$ cat src/rtl/mem_stage_pkg.sv
// Shared defines for the MEM pipeline stage: bus widths, stall encoding and bus layouts.
// Optional feature macro used by mem_stage: MEM_ALIGN_CHECK_EN.
package mem_stage_pkg;

  localparam int EX_TO_MEM_WD = 84;
  localparam int MEM_TO_WB_WD = 70;
  localparam int MEM_TO_RF_WD = 38;

  typedef logic [5:0] StallBus;
  localparam logic Stop   = 1'b1;
  localparam logic NoStop = 1'b0;
  localparam int STALL_EX  = 3;
  localparam int STALL_MEM = 4;

  // Bit positions inside mem_op; at most one is set.
  localparam int OP_LB  = 7;
  localparam int OP_LBU = 6;
  localparam int OP_LH  = 5;
  localparam int OP_LHU = 4;
  localparam int OP_LW  = 3;
  localparam int OP_SB  = 2;
  localparam int OP_SH  = 1;
  localparam int OP_SW  = 0;

  typedef struct packed {
    logic [7:0]  mem_op;
    logic [31:0] pc;
    logic        data_ram_en;
    logic [3:0]  data_ram_wen;
    logic        sel_rf_res;
    logic        rf_we;
    logic [4:0]  rf_waddr;
    logic [31:0] ex_result;
  } ex_mem_t;

  typedef struct packed {
    logic        rf_we;
    logic [4:0]  rf_waddr;
    logic [31:0] rf_wdata;
  } rf_wr_t;

  typedef struct packed {
    logic [31:0] pc;
    rf_wr_t      wr;
  } mem_wb_t;

endpackage

$ cat src/rtl/mem_stage_load_align.sv
// Combinational load-data extraction: selects byte/halfword/word from the SRAM read
// word by byte offset and sign- or zero-extends it.
module mem_load_align
  import mem_stage_pkg::*;
(
  input  logic [7:0]  mem_op,
  input  logic [1:0]  offset,
  input  logic [31:0] rdata,
  output logic [31:0] load_data
);

  logic [7:0]  byte_sel;
  logic [15:0] half_sel;

  always_comb begin
    byte_sel = rdata[{offset, 3'b000} +: 8];
    half_sel = offset[1] ? rdata[31:16] : rdata[15:0];
    load_data = 32'h0;
    if (mem_op[OP_LB])       load_data = {{24{byte_sel[7]}}, byte_sel};
    else if (mem_op[OP_LBU]) load_data = {24'h0, byte_sel};
    else if (mem_op[OP_LH])  load_data = {{16{half_sel[15]}}, half_sel};
    else if (mem_op[OP_LHU]) load_data = {16'h0, half_sel};
    else if (mem_op[OP_LW])  load_data = rdata;
  end

endmodule

$ cat src/rtl/mem_stage.sv
// MEM pipeline stage: EX/MEM register, load alignment, writeback and forwarding buses.
// Optional misaligned-load detection enabled by defining MEM_ALIGN_CHECK_EN.
module mem_stage
  import mem_stage_pkg::*;
(
  input  logic                     clk,
  input  logic                     rst,
  input  StallBus                  stall,
  input  logic [EX_TO_MEM_WD-1:0]  ex_to_mem_bus,
  input  logic [31:0]              data_sram_rdata,
  output logic [MEM_TO_WB_WD-1:0]  mem_to_wb_bus,
  output logic [MEM_TO_RF_WD-1:0]  mem_to_rf_bus,
  output logic                     addr_misalign
);

  ex_mem_t     pipe_d, pipe_q;
  logic [31:0] load_data;
  rf_wr_t      wr;
  mem_wb_t     wb;
  logic        unused_bits;

  // Reset beats bubble, bubble beats capture; a stalled MEM stage holds.
  always_comb begin
    pipe_d = pipe_q;
    if (rst)
      pipe_d = '0;
    else if (stall[STALL_EX] == Stop && stall[STALL_MEM] == NoStop)
      pipe_d = '0;
    else if (stall[STALL_EX] == NoStop)
      pipe_d = ex_mem_t'(ex_to_mem_bus);
  end

  always_ff @(posedge clk) begin
    pipe_q <= pipe_d;
  end

  mem_load_align u_load_align (
    .mem_op    (pipe_q.mem_op),
    .offset    (pipe_q.ex_result[1:0]),
    .rdata     (data_sram_rdata),
    .load_data (load_data)
  );

`ifdef MEM_ALIGN_CHECK_EN
  always_comb begin
    addr_misalign = ((pipe_q.mem_op[OP_LH] | pipe_q.mem_op[OP_LHU]) & pipe_q.ex_result[0])
                  | (pipe_q.mem_op[OP_LW] & (pipe_q.ex_result[1:0] != 2'b00));
  end
`else
  assign addr_misalign = 1'b0;
`endif

  always_comb begin
    wr.rf_we    = pipe_q.rf_we & ~addr_misalign;
    wr.rf_waddr = pipe_q.rf_waddr;
    wr.rf_wdata = pipe_q.sel_rf_res ? load_data : pipe_q.ex_result;
    wb.pc       = pipe_q.pc;
    wb.wr       = wr;
  end

  assign mem_to_wb_bus = wb;
  assign mem_to_rf_bus = wr;

  // Store strobes are consumed by EX when it issues the SRAM request.
  assign unused_bits = ^{pipe_q.data_ram_en, pipe_q.data_ram_wen,
                         pipe_q.mem_op[OP_SB], pipe_q.mem_op[OP_SH], pipe_q.mem_op[OP_SW]};

endmodule

$ cat config.mk
export PLATFORM = sky130hd
export DESIGN_NAME = mem_stage
export DESIGN_NICKNAME = d
export VERILOG_FILES = /design/src/rtl/mem_stage_pkg.sv /design/src/rtl/mem_stage_load_align.sv /design/src/rtl/mem_stage.sv
export SDC_FILE = /design/constraint.sdc
export NUM_CORES = 1
export LEC_CHECK = 0
export ABC_AREA = 1
export BUFFER_PORTS_ARGS = -buffer_cell sky130_fd_sc_hd__buf_2
export CORE_MARGIN = 10
export CORE_UTILIZATION = 40
export CTS_CLUSTER_DIAMETER = 30
export DETAILED_ROUTE_END_ITERATION = 12
export PLACE_DENSITY = 0.71
export SYNTH_ARGS = -nofsm -noshare
export SYNTH_HDL_FRONTEND = slang
export SYNTH_SLANG_ARGS = --single-unit
export TNS_END_PERCENT = 50
$ cat constraint.sdc
create_clock -name clk -period 1.7 [get_ports clk]
set_input_delay 0.17 -clock clk [delete_from_list [all_inputs] [get_ports clk]]
set_output_delay 0.17 -clock clk [all_outputs]
set_load 0.02 [all_outputs]
# == Yosys cells after proc, flatten, opt, wreduce, memory -nomap -nowiden ==
# Cells that the tools add are included.
# totals
word_cells,17
input_bits,124
out_inout_bits,109
regBits,79
# op_classes
reduce_logical,2
n_mux,7
n_shift,1
bitwise,1
# ops
cell,count
$mux 32,6
$shiftx 32x6->8,1
$mux 16,1
$reduce_or 2->1,1
$logic_and 1x1->1,1
$not 1->1,1

# == Depth between registers and ports, before layout ==
# logic_depth
word_depth,6
ltp_mapped,12
depth_no_buf,9

# == Modules after synthesis ==
# A second synthesis with hierarchy kept.
# unflattened
hier_cells,990
hier_area_um2,5572.8
# by_module_without_submodules
mod,cells_each,instances,seq_area_each_um2,area_each_um2
mem_stage,762,1,1581.5,4553.1
mem_load_align,228,1,0.0,1019.7

# == Worst setup path after synthesis ==
# No wires, ideal clock.
# synth_timing
kind,reg2out
from,reg pipe_q[80] (netlist name)
to,out mem_to_wb_bus[3]
path_buffers,1
t_arrival_ns,1.519
stages_incl_launch_ff,9
path_slack_ns,0.011
required_ns,1.530
cell_sequence,dfxtp_1 -> nor2_4 -> nand2_2 -> nor2_4 -> nand2_1 -> nand2_1 -> nor2_1 -> nor2_1 -> buf_4
# synth_between
elab_chain_cells,5
# synth_rtl
item,line,source
"start, declared",mem_stage.sv:16,"ex_mem_t pipe_d, pipe_q;"
"start signal, assigned",mem_stage.sv:34,pipe_q <= pipe_d;
$mux 32,mem_stage_load_align.sv:22,"else if (mem_op[OP_LHU]) load_data = {16'h0, half_sel};"
$mux 32,mem_stage_load_align.sv:21,"else if (mem_op[OP_LH]) load_data = {{16{half_sel[15]}}, half_sel};"
$mux 32,mem_stage_load_align.sv:20,"else if (mem_op[OP_LBU]) load_data = {24'h0, byte_sel};"
$mux 32,mem_stage_load_align.sv:19,"if (mem_op[OP_LB]) load_data = {{24{byte_sel[7]}}, byte_sel};"
$mux 32,mem_stage.sv:56,wr.rf_wdata = pipe_q.sel_rf_res ? load_data : pipe_q.ex_result;
"end, declared",mem_stage.sv:11,"output logic [MEM_TO_WB_WD-1:0] mem_to_wb_bus,"
# No other way between the ends.

# == Worst setup path after layout ==
# layout_timing
from,reg pipe_q[81] (netlist name)
to,out mem_to_rf_bus[9]
# layout_between
elab_chain_cells,4
# layout_rtl
item,line,source
$mux 32,mem_stage_load_align.sv:21,
$mux 32,mem_stage_load_align.sv:20,
$mux 32,mem_stage_load_align.sv:19,
$mux 32,mem_stage.sv:56,
"end, declared",mem_stage.sv:12,"output logic [MEM_TO_RF_WD-1:0] mem_to_rf_bus,"
# No other way between the ends.

==> flow_summary.ini <==
[hold_path]
hold_depth = 3
hold_class = input port to flop

[layout]
layout.nets = 1013
drive_gt1_frac = 0.395
postLayoutCellArea_um2 = 6400
area_growth_pct = 38.1
nFillCells = 1088
diodes = 0

[floorplanning]
core_area_um2 = 11400
start_util = 0.408
dieArea_um2 = 16300
ios = 233
rows = 39
die_x_um = 128
die_h_um = 128

[status]
status = finished, violations left
violations = setup timing

[critical_path]
crit_family = simple AND/OR/NAND/NOR gates
startpoint_type = flop
crit_path_end_kind = output port
cp_max_fo = 7
arrival_ns = 1.67
crit_slowest_cell = dfxtp_4
cpPeakStageDelay_ns = 0.39
cpMostUsedCell = nand2_1
cp.depth = 9
reg2reg_depth = 3
cp.required_ns = 1.53
crit_buf_inv = 2
crit_chain = nor2_4 -> buf_4 -> nor2_4 -> nand2_1 -> nand3_2 -> nand2_1 -> nand2_1 -> nand2_2 -> buf_6
path_class = flop to output port

[clock_network]
clk_path_buf_depth = 2
postCtsHoldBufs = 0
numCtsBuffers = 9
root_buffer = clkbuf_16
cts_tree = built
htree_levels = 3
path_clk_slew_ns = 0.06
clk_latency_ns = 0.33
cts_sinks = 76

[sta]
worst_slack_ns = -0.142
hold_viol = 0
rsz0062_at_grt = yes
skew_ns = 0
tightestPinTransition_ns = 0.805
slew_headroom = 0.463
holdWs_ns = 0.0691
slew_violations = 0
setup_viol = 64
tns_ns = -5.79
fin_crit_ns = 1.84
fin_crit_sh = 1.08
max_freq_ghz = 0.543

[route]
wl_per_cell_um = 15.6
drt-vias-per-instance = 4.94
drc = 0
vias = 5119
ant_nets = 0
drt-pass1-iter-count = 5
totalWireLength_mm = 16.1
drt_iter0_markers = 403

[grt]
grt.overflow.total = 0
grt_pass1_vias = 4919
antenna_found_initial = 0
grt_usage = 0.184
grt_pass1_wl_mm = 24.9
grt_max_degree = 77

[synth]
ys_types = 20
syn_area_per_cell_um2 = 6.18
ys_seq_area_frac = 0.328
ys_ff_latch = 76
async_flop_share = 0
synth_flop_cell = dfxtp_1
synth-edff-count = 0
ys_warn_count = 0
netlist_instances = 750
syn_area_um2 = 4630
syn-num-nets = 874

[placed_design]
dp.final_hpwl_mm = 11.3
dp_worst_setup_slack_ns = 0.0574
numPortBuffers = 219
dpl_cell_area_um2 = 5260
routabilityCongestion = 0.903

[power_and_ir_drop]
p_leak_nw = 3.26
power_density_nw_per_um2 = 839
peakVddDrop_mv = 0.504

[run]
drv_cap = 0
-- stage by stage --
| stage | utilization | power (mW) | instances |
|---|---|---|---|
| floorplan | - | 2.73 | 750 |
| global placement | 0.463 | 3.00 | 1006 |
| detailed placement | 0.463 | 3.01 | 1006 |
| CTS | 0.545 | 5.35 | 1035 |
| global route | 0.563 | 5.63 | 1037 |
| finish | 0.563 | 5.37 | 1037 |
-- layout make-up --
cell class / instances / area [µm²] / area share
multi-input cells: 537 / 2580 / 0.403
repair buffers: 248 / 1690 / 0.265
flip-flops and latches: 76 / 1540 / 0.241
clock buffers: 10 / 239 / 0.0373
well taps: 143 / 179 / 0.0280
clock inverters: 6 / 95.1 / 0.0149
inverters: 17 / 76.3 / 0.0119
-- layer usage --
layer  GRT usage  part of all wire
met1       0.218              0.40
met2       0.296              0.48
met3      0.0740              0.10
met4      0.0629             0.023
met5           0                 0
-- cell usage in the layout (no fill, tap or decap), types with 30 or more instances in the layout --
cell type  netlist  final
nor2_1          40     30
buf_2           19    157
dfxtp_1         76     69
a21oi_1         79     79
nand2_2          3     37
buf_6            4     43
nand3_1         47     42
nand2_1        350    304
buf_4           79     43
-- registers in the layout (all words and copies together) (netlist names) --
register and count:
mem_to_wb_bus 32, pipe_q 38, mem_to_rf_bus 6
-- Yosys cell counts, types with 3 or more instances --
cell type / instances / share of area
dfxtp_1: 76 / 0.33
inv_1: 11 / 0.0089
a21oi_1: 79 / 0.085
clkbuf_1: 21 / 0.017
nor2_4: 3 / 0.0073
nand2_2: 3 / 0.0041
buf_6: 4 / 0.0097
buf_4: 79 / 0.13
nor2_1: 40 / 0.032
nand3_1: 47 / 0.051
inv_2: 6 / 0.0049
buf_2: 19 / 0.021
nand2_1: 350 / 0.28
nand3b_1: 4 / 0.0065
-- what timing repair did --
item                       in CTS  in global routing
resized for setup             152                 53
pin swaps                      20                 31
gates cloned                    3                  1
setup endpoints to repair      64                 64
buffers inserted               10                  1
-- worst paths after layout --
path / slack, ns / to / start
setup reg to reg: 0.68 / pipe_q[38]$_SDFFE_PP0N_ / pipe_q[38]$_SDFFE_PP0N_
setup / recovery: -0.14 / mem_to_rf_bus[9] / pipe_q[81]$_SDFFE_PP0N_
hold reg to reg: 0.46 / mem_to_wb_bus[43]$_SDFFE_PP0N_ / mem_to_wb_bus[43]$_SDFFE_PP0N_
hold / removal: 0.07 / pipe_q[1]$_SDFFE_PP0N_ / ex_to_mem_bus[1]
-- worst min-delay path, stage by stage --
cell,delay [ns]
buf_2,0.09
nand2_1,0.05
a21oi_1,0.05
-- cells by family (layout without fill, tap and decap cells) --
kind of cell / after synthesis / after routing / synth area share
compound gates: 81 / 81 / 0.0880
buf+inv: 140 / 281 / 0.189
other cells: 1 / 1 / 0.000809
flops: 76 / 76 / 0.328
simple gates: 452 / 455 / 0.394
-- where the power goes --
group	switching, mW	leakage, nW	internal (mW)
registers	0.0563	0.627	1.86
clock network	0.789	0.157	1.34
logic	0.778	2.48	0.542
Note: power is estimated with default switching activity, not from simulation.
